--- config.mk ---
export PLATFORM = sky130hd
export DESIGN_NAME = led_seq_ctrl
export DESIGN_NICKNAME = d
export VERILOG_FILES = /design/src/rtl/led_seq_ctrl.sv
export SDC_FILE = /design/constraint.sdc
export NUM_CORES = 1
export LEC_CHECK = 0
export CORE_MARGIN = 4
export CORE_UTILIZATION = 55
export CTS_CLUSTER_SIZE = 20
export DETAILED_ROUTE_END_ITERATION = 16
export GPL_TIMING_DRIVEN = 0
export MAX_ROUTING_LAYER = met4
export PLACE_DENSITY = 0.76
export SLEW_MARGIN = 20
export SYNTH_ARGS = -nofsm -noshare
export SYNTH_HDL_FRONTEND = slang
export SYNTH_SLANG_ARGS = --single-unit
--- constraint.sdc ---
create_clock -name clk_i -period 1.8 [get_ports clk_i]
set_input_delay 0.18 -clock clk_i [delete_from_list [all_inputs] [get_ports clk_i]]
set_output_delay 0.18 -clock clk_i [all_outputs]
set_load 0.01 [all_outputs]
--- src/rtl/led_seq_ctrl.sv ---
// led_seq_ctrl: debounced two-switch LED pattern sequencer (OFF/BLINK/SHIFT/COUNT)
module led_seq_ctrl #(
  parameter int N_LED      = 8,
  parameter int TICK_DIV   = 25_000_000,
  parameter int DEB_CYCLES = 1_000_000
) (
  input  logic             clk_i,
  input  logic             rst_i,
  input  logic             sw_mode_i,
  input  logic             sw_hold_i,
  output logic [N_LED-1:0] led_o,
  output logic [1:0]       mode_o,
  output logic             tick_o
);
  localparam int CW = $clog2(DEB_CYCLES + 1);
  localparam int TW = $clog2(TICK_DIV);
  typedef enum logic [1:0] {OFF, BLINK, SHIFT, COUNT} state_e;
  state_e state_q, state_d;
  logic [1:0] s1_q, s2_q, deb_q, deb_d;
  logic [CW-1:0] cnt_q [2];
  logic [CW-1:0] cnt_d [2];
  logic mdly_q;
  logic [TW-1:0] tcnt_q, tcnt_d;
  logic tick_q, tick_d;
  logic [N_LED-1:0] led_q, led_d;
  logic dir_q, dir_d;
  logic adv, step, twrap;
  always_comb begin
    for (int i = 0; i < 2; i++) begin
      deb_d[i] = deb_q[i];
      cnt_d[i] = '0;
      if (s2_q[i] != deb_q[i]) begin
        if (cnt_q[i] == CW'(DEB_CYCLES - 1)) deb_d[i] = s2_q[i];
        else cnt_d[i] = cnt_q[i] + 1'b1;
      end
    end
    adv    = deb_q[0] & ~mdly_q;
    step   = tick_q & ~deb_q[1] & ~adv;
    twrap  = tcnt_q == TW'(TICK_DIV - 1);
    tcnt_d = (adv || twrap) ? '0 : tcnt_q + 1'b1;
    // a mode change restarts the step interval, so a pending wrap must not strobe
    tick_d  = twrap & ~adv;
    state_d = state_q;
    led_d   = led_q;
    dir_d   = dir_q;
    if (adv) begin
      state_d = state_e'(state_q + 2'd1);
      led_d   = (state_d == BLINK) ? '1 : (state_d == SHIFT) ? N_LED'(1) : '0;
      dir_d   = (state_d == SHIFT) ? 1'b0 : dir_q;
    end else if (step) begin
      case (state_q)
        BLINK: led_d = ~led_q;
        SHIFT: begin
          dir_d = dir_q ? ~led_q[0] : led_q[N_LED-1];
          led_d = dir_d ? led_q >> 1 : led_q << 1;
        end
        COUNT: led_d = led_q + 1'b1;
        default: led_d = '0;
      endcase
    end
  end
  always_ff @(posedge clk_i) begin
    if (rst_i) begin
      s1_q    <= '0;
      s2_q    <= '0;
      deb_q   <= '0;
      cnt_q   <= '{default: '0};
      mdly_q  <= 1'b0;
      tcnt_q  <= '0;
      tick_q  <= 1'b0;
      state_q <= OFF;
      led_q   <= '0;
      dir_q   <= 1'b0;
    end else begin
      s1_q    <= {sw_hold_i, sw_mode_i};
      s2_q    <= s1_q;
      deb_q   <= deb_d;
      cnt_q   <= cnt_d;
      mdly_q  <= deb_q[0];
      tcnt_q  <= tcnt_d;
      tick_q  <= tick_d;
      state_q <= state_d;
      led_q   <= led_d;
      dir_q   <= dir_d;
    end
  end
  assign led_o  = led_q;
  assign mode_o = state_q;
  assign tick_o = tick_q;
endmodule

Word level (Yosys, flattened, before mapping)
Cells that the tools add are included.
{"block": "totals", "regBits": 84, "inputBits": 4, "output_inout_bits": 11, "wordCells": 59}
{"block": "op_classes", "n_addsub": 5, "n_eq_ne": 11, "mux": 11, "n_bitwise": 11, "n_reduce_logical": 9}
{"cell": "20-bit by 1-bit adder with 20-bit output (second input constant)", "n": 2}
{"cell": "20-bit == test (second input constant)", "n": 2}
{"cell": "8-bit two-way mux", "n": 4}
{"cell": "25-bit by 1-bit adder with 25-bit output (second input constant)", "n": 1}
{"cell": "25-bit == test (second input constant)", "n": 1}
{"cell": "8-bit one-hot mux with 3 select lines", "n": 1}
{"cell": "8-bit by 1-bit adder with 8-bit output (second input constant)", "n": 1}
{"cell": "8-bit inverter", "n": 1}
{"cell": "2-bit == test (second input constant)", "n": 3}
{"cell": "1-bit two-way mux", "n": 6}
{"cell": "1-bit inverter", "n": 6}
{"cell": "3-bit OR reduction", "n": 2}
{"cell": "1-bit bitwise AND", "n": 4}
{"cell": "2-bit by 1-bit == test with 1-bit output (second input constant)", "n": 2}
{"cell": "2-bit AND reduction", "n": 2}
{"cell": "2-bit nonzero test", "n": 2}
{"cell": "3-bit AND reduction", "n": 1}
{"cell": "2-bit by 1-bit adder with 2-bit output (second input constant)", "n": 1}
{"cell": "1-bit inequality test", "n": 2}
{"cell": "2-bit by 1-bit inequality test with 1-bit output (second input constant)", "n": 1}
{"cell": "2-bit OR reduction", "n": 1}
{"cell": "1-bit logical OR", "n": 1}

Longest topological paths before layout
{"block": "depth", "word_depth": 6, "depth_mapped": 6, "mapped_depth_nobuf": 5}

Worst setup path after synthesis
OpenSTA, ideal clock, no wires.
{"block": "synth_path", "path_type": "register to register", "from": "register tcnt_q[2]", "to": "register tcnt_q[23]", "setup_ps": 68, "arrival_time_ps": 1834, "required_ps": 1732, "path_slack_ps": -102, "path_stages_with_launch": 6, "path_buffers": 1, "period_less_slack_ps": 1902, "path_cell_list": "dfxtp_1 -> nand4_4 -> or4_4 -> buf_6 -> or4_4 -> a21oi_2"}
{"block": "synth_between", "elab_chain_len": 3, "elab_cells_between_ends": 4, "cone_classes": "add/sub (1); eq/ne (1); reduce/logical (2)"}
{"element": "start: declaration", "line": "23", "text": "logic [TW-1:0] tcnt_q, tcnt_d;"}
{"element": "start signal: assignment", "line": "80", "text": "tcnt_q <= tcnt_d;"}
{"element": "parallel branches: the longest is 3 deep, another holds 25-bit by 1-bit adder with 25-bit output"}
Parallel ways; which one is timed is not known.
A chain may end at the register's enable or synchronous reset.

Worst setup path in the final report
{"block": "layout_path", "from": "register cnt_q[12] (netlist name)", "to": "register deb_q[1]"}
{"block": "layout_between", "elab_chain_len": 2}
{"element": "start: declaration", "line": "20", "text": "logic [CW-1:0] cnt_q [2];"}
{"element": "start signal: assignment", "line": "78", "text": "cnt_q <= cnt_d;"}
{"element": "20-bit == test", "line": "33", "text": "if (cnt_q[i] == CW'(DEB_CYCLES - 1)) deb_d[i] = s2_q[i];"}
{"element": "2-bit AND reduction (no line)"}
{"element": "end signal: assignment", "line": "66", "text": "deb_q <= '0;"}
{"element": "end signal: assignment", "line": "77", "text": "deb_q <= deb_d;"}
{"element": "end: declaration", "line": "19", "text": "logic [1:0] s1_q, s2_q, deb_q, deb_d;"}
No other way between the ends.

==> results.md <==
* CTS tree: done
* TritonCTS buffer count at 9
* Initial antenna violation count at 0
* Fin. max-slew vios at 0
* Worst vdd ir at 0.629 mV
* YS warnings at 0
* I/O Buffers at 13
* Post-Layout Cell Count at approximately 620
* Type of origin of the critical path: flop
* CTS H-Tree Depth at 3
* Pin count of the biggest net entering global routing at 17
* Most frequent cells in the layout: 64 x dfxtp_1, 55 x nor2_1, 30 x nand3_1, 28 x nand2_1, 26 x a21oi_1
* Synth-to-Final Area Change at 17.5%
* ANT cells at 0
* Row count at 31
* Synth Area in Compound Gates at 0.159
* Initial core utilization at 0.567
* Share of cells above drive strength 1 at 0.170
* Clock slew at reported path FFs at roughly 0.10 ns
* Predominant post-synthesis flop cell: dfxtp_1
* Final hold slack at 0.220 ns
* Worst path required time at approximately 2.1 ns
* Fin crit share at 1.09
* Setup Total Neg Slack at -2.81 ns
* Synthesized area per cell at about 8.5 um^2
* Number of max-cap violations at 0
* Fillers at 622
* CP Max Fanout at 3
* Skew final at 0.0130 ns
* Nets at 525
* Syn nets at 496
* Clk root buf: clkbuf_8
* TritonRoute pass-1 iters at 4
* Hold Crit Class: in -> reg
* Area of the core at roughly 0.0073 mm^2
* Die H at between 90 and 100 um
* Post-Syn Instances at 483
* Yosys cell types at 55
* Final worst setup slack at -0.155 ns
* DRT iter0 DRCs at 149
* Vias in the first global route at 3,308
* Vias per cell at 5.79
* Gpl congestion at 0.874
* CTS sink count at 84
* Adder-cell share of the synthesized area at 0.0274
* Minimum clock period at 1.96 ns
* Final setup fails at 27
* DRC violations left at 0
* Failing checks: setup timing
* Register area share after synthesis at 0.409
* Crit path kind: reg -> reg
* Mapped Area at 0.00412 mm^2
* Number of flops mapped to enable cells by yosys at 0
* Arr. time, crit path at roughly 2.2 ns
* FFs w/ async S/R, synth at 0
* Commonest non-fill, non-tap cell in the layout: dfxtp_1
* Post-route ant nets at 0
* Hold Buf Count CTS at 0
* RSZ-0062 raised after global routing: true
* Peak Freq at 511 MHz
* Final hold violation count at 0
* Grt ovf at 0
* Worst-Skew Late Latency at 0.35 ns
* Largest family of logic cells by synthesized area: simple AND/OR/NAND/NOR gates
* Worst slew pin tran at 0.488 ns
* Inst Count DP at 595
* Via count at 3,565
* First-pass GRT wire length at roughly 15,000 um
* Xor-xnor portion of the synthesized cell area at 0.0809
* Mux share of post-synthesis cell area at 0.00243
* Die width at 94.5 um
* I/O pin total at 15
* Slew HR at 0.675
* Overall power at 3430 uW
* P per Cell Area at 708 mW/mm^2
* Post-Synth Simple-Gate Area at 0.283
* Status: complete, but fails checks
* Die Area at 0.00893 mm^2
* Wirelength per Cell at 13.7 um
* #FFs+latches synth at 84
* Clk buf depth at 2
* Gr usage total at 0.206
* Post-DP HPWL at 5830 um
* CP Capture Type: flop
* Total Routed Length at roughly 8400 um
* LEAKAGE at 0.00144 uW
-- final timing paths --
kind                             start                     to  slack [ns]  cells past startpoint
setup / recovery  cnt_q[12]$_SDFF_PP0_  deb_q[1]$_SDFFE_PP0P_       -0.16                      4
hold / removal                   rst_i     s2_q[0]$_SDFF_PP0_        0.22                      2
setup reg to reg  cnt_q[12]$_SDFF_PP0_  deb_q[1]$_SDFFE_PP0P_       -0.16                      4
hold reg to reg     s1_q[0]$_SDFF_PP0_     s2_q[0]$_SDFF_PP0_        0.45                      1
-- report_power, final --
| group | internal [uW] | switching (uW) |
|---|---|---|
| clock | 753 | 731 |
| combinational | 30.0 | 37.9 |
| sequential | 1860 | 13.3 |
-- worst max-delay path: stages (launching register included) --
cell     delay (ns)
dfxtp_4        0.35
or4_4          0.52
or4_4          0.55
or3_4          0.34
a21oi_2        0.11
-- through the flow --
step	cell area [um^2]	util	worst slack, ns
2_1_floorplan	4150	-	-0.0278
3_3_place_gp	4400	0.607	-0.418
3_5_place_dp	4400	0.607	-0.419
4_1_cts	4730	0.652	-0.130
5_1_grt	4840	0.667	-0.181
6_report	4840	0.667	-0.155
-- sequential cells by signal (all words and copies together), names as in the netlist --
signal	flops
dir_q	1
mdly_q	1
s2_q	2
cnt_q	40
led_o	8
tick_o	1
tcnt_q	25
mode_o	2
s1_q	2
deb_q	2
-- logic make-up (layout without fill, tap and decap cells) --
kind of cell / count (synthesis) / in the layout
flip-flops: 84 / 84
multiplexers: 1 / 1
buffers and inverters: 39 / 73
adder cells (fa/ha/maj): 9 / 9
AO/OA/AOI/OAI: 99 / 99
AND/OR/NAND/NOR: 213 / 213
XOR/XNOR: 38 / 38
-- synthesized netlist by cell type, types with 2 or more instances --
cell / instances / area [um^2]
dfxtp_1: 84 / 1680
nor2_1: 55 / 206
nand3_1: 33 / 165
a21oi_1: 28 / 140
nand2_1: 28 / 105
o21ai_0: 23 / 115
xnor2_1: 22 / 193
clkbuf_1: 17 / 63.8
inv_1: 17 / 63.8
or3_1: 16 / 100
xor2_1: 16 / 140
nand4_1: 14 / 87.6
o31ai_1: 12 / 90.1
or4_1: 12 / 90.1
and4_1: 10 / 87.6
ha_1: 9 / 113
nor2b_1: 9 / 56.3
nor3_1: 8 / 40.0
a21boi_0: 5 / 37.5
nand2b_1: 5 / 31.3
nor4_1: 5 / 31.3
o221a_2: 5 / 56.3
a311oi_1: 3 / 26.3
a41oi_1: 3 / 26.3
buf_2: 3 / 15.0
nor4b_1: 3 / 26.3
o211ai_1: 3 / 22.5
or4_4: 3 / 33.8
a211o_1: 2 / 17.5
a21oi_2: 2 / 17.5
a31oi_1: 2 / 12.5
and3_1: 2 / 12.5
or2_2: 2 / 12.5
-- repair_timing --
item / 4_1_cts / 5_1_grt
setup endpoints to repair: 71 / 72
buffers inserted: 3 / 5
pin swaps: 2 / 6
gates resized for setup: 24 / 35
-- metal layers --
layer  part of all wire  vias to the layer above  GRT usage
met1               0.46                     1702      0.250
met3              0.028                        4     0.0478
met4             0.0038                        0     0.0457
met5                  0                        -          -
li1                   -                     1812          -
met2               0.50                       47      0.348
-- cell type report --
type / instances / area (um^2) / area share
Clock buffer: 10 / 149 / 0.0308
Buffer: 19 / 115 / 0.0238
Sequential cell: 84 / 1720 / 0.356
Inverter: 17 / 63.8 / 0.0132
Multi-Input combinational cell: 360 / 2400 / 0.495
Tap cell: 99 / 124 / 0.0256
Clock inverter: 6 / 77.6 / 0.0160
Timing Repair Buffer: 21 / 190 / 0.0393
Power figures use the tool's default switching activity.
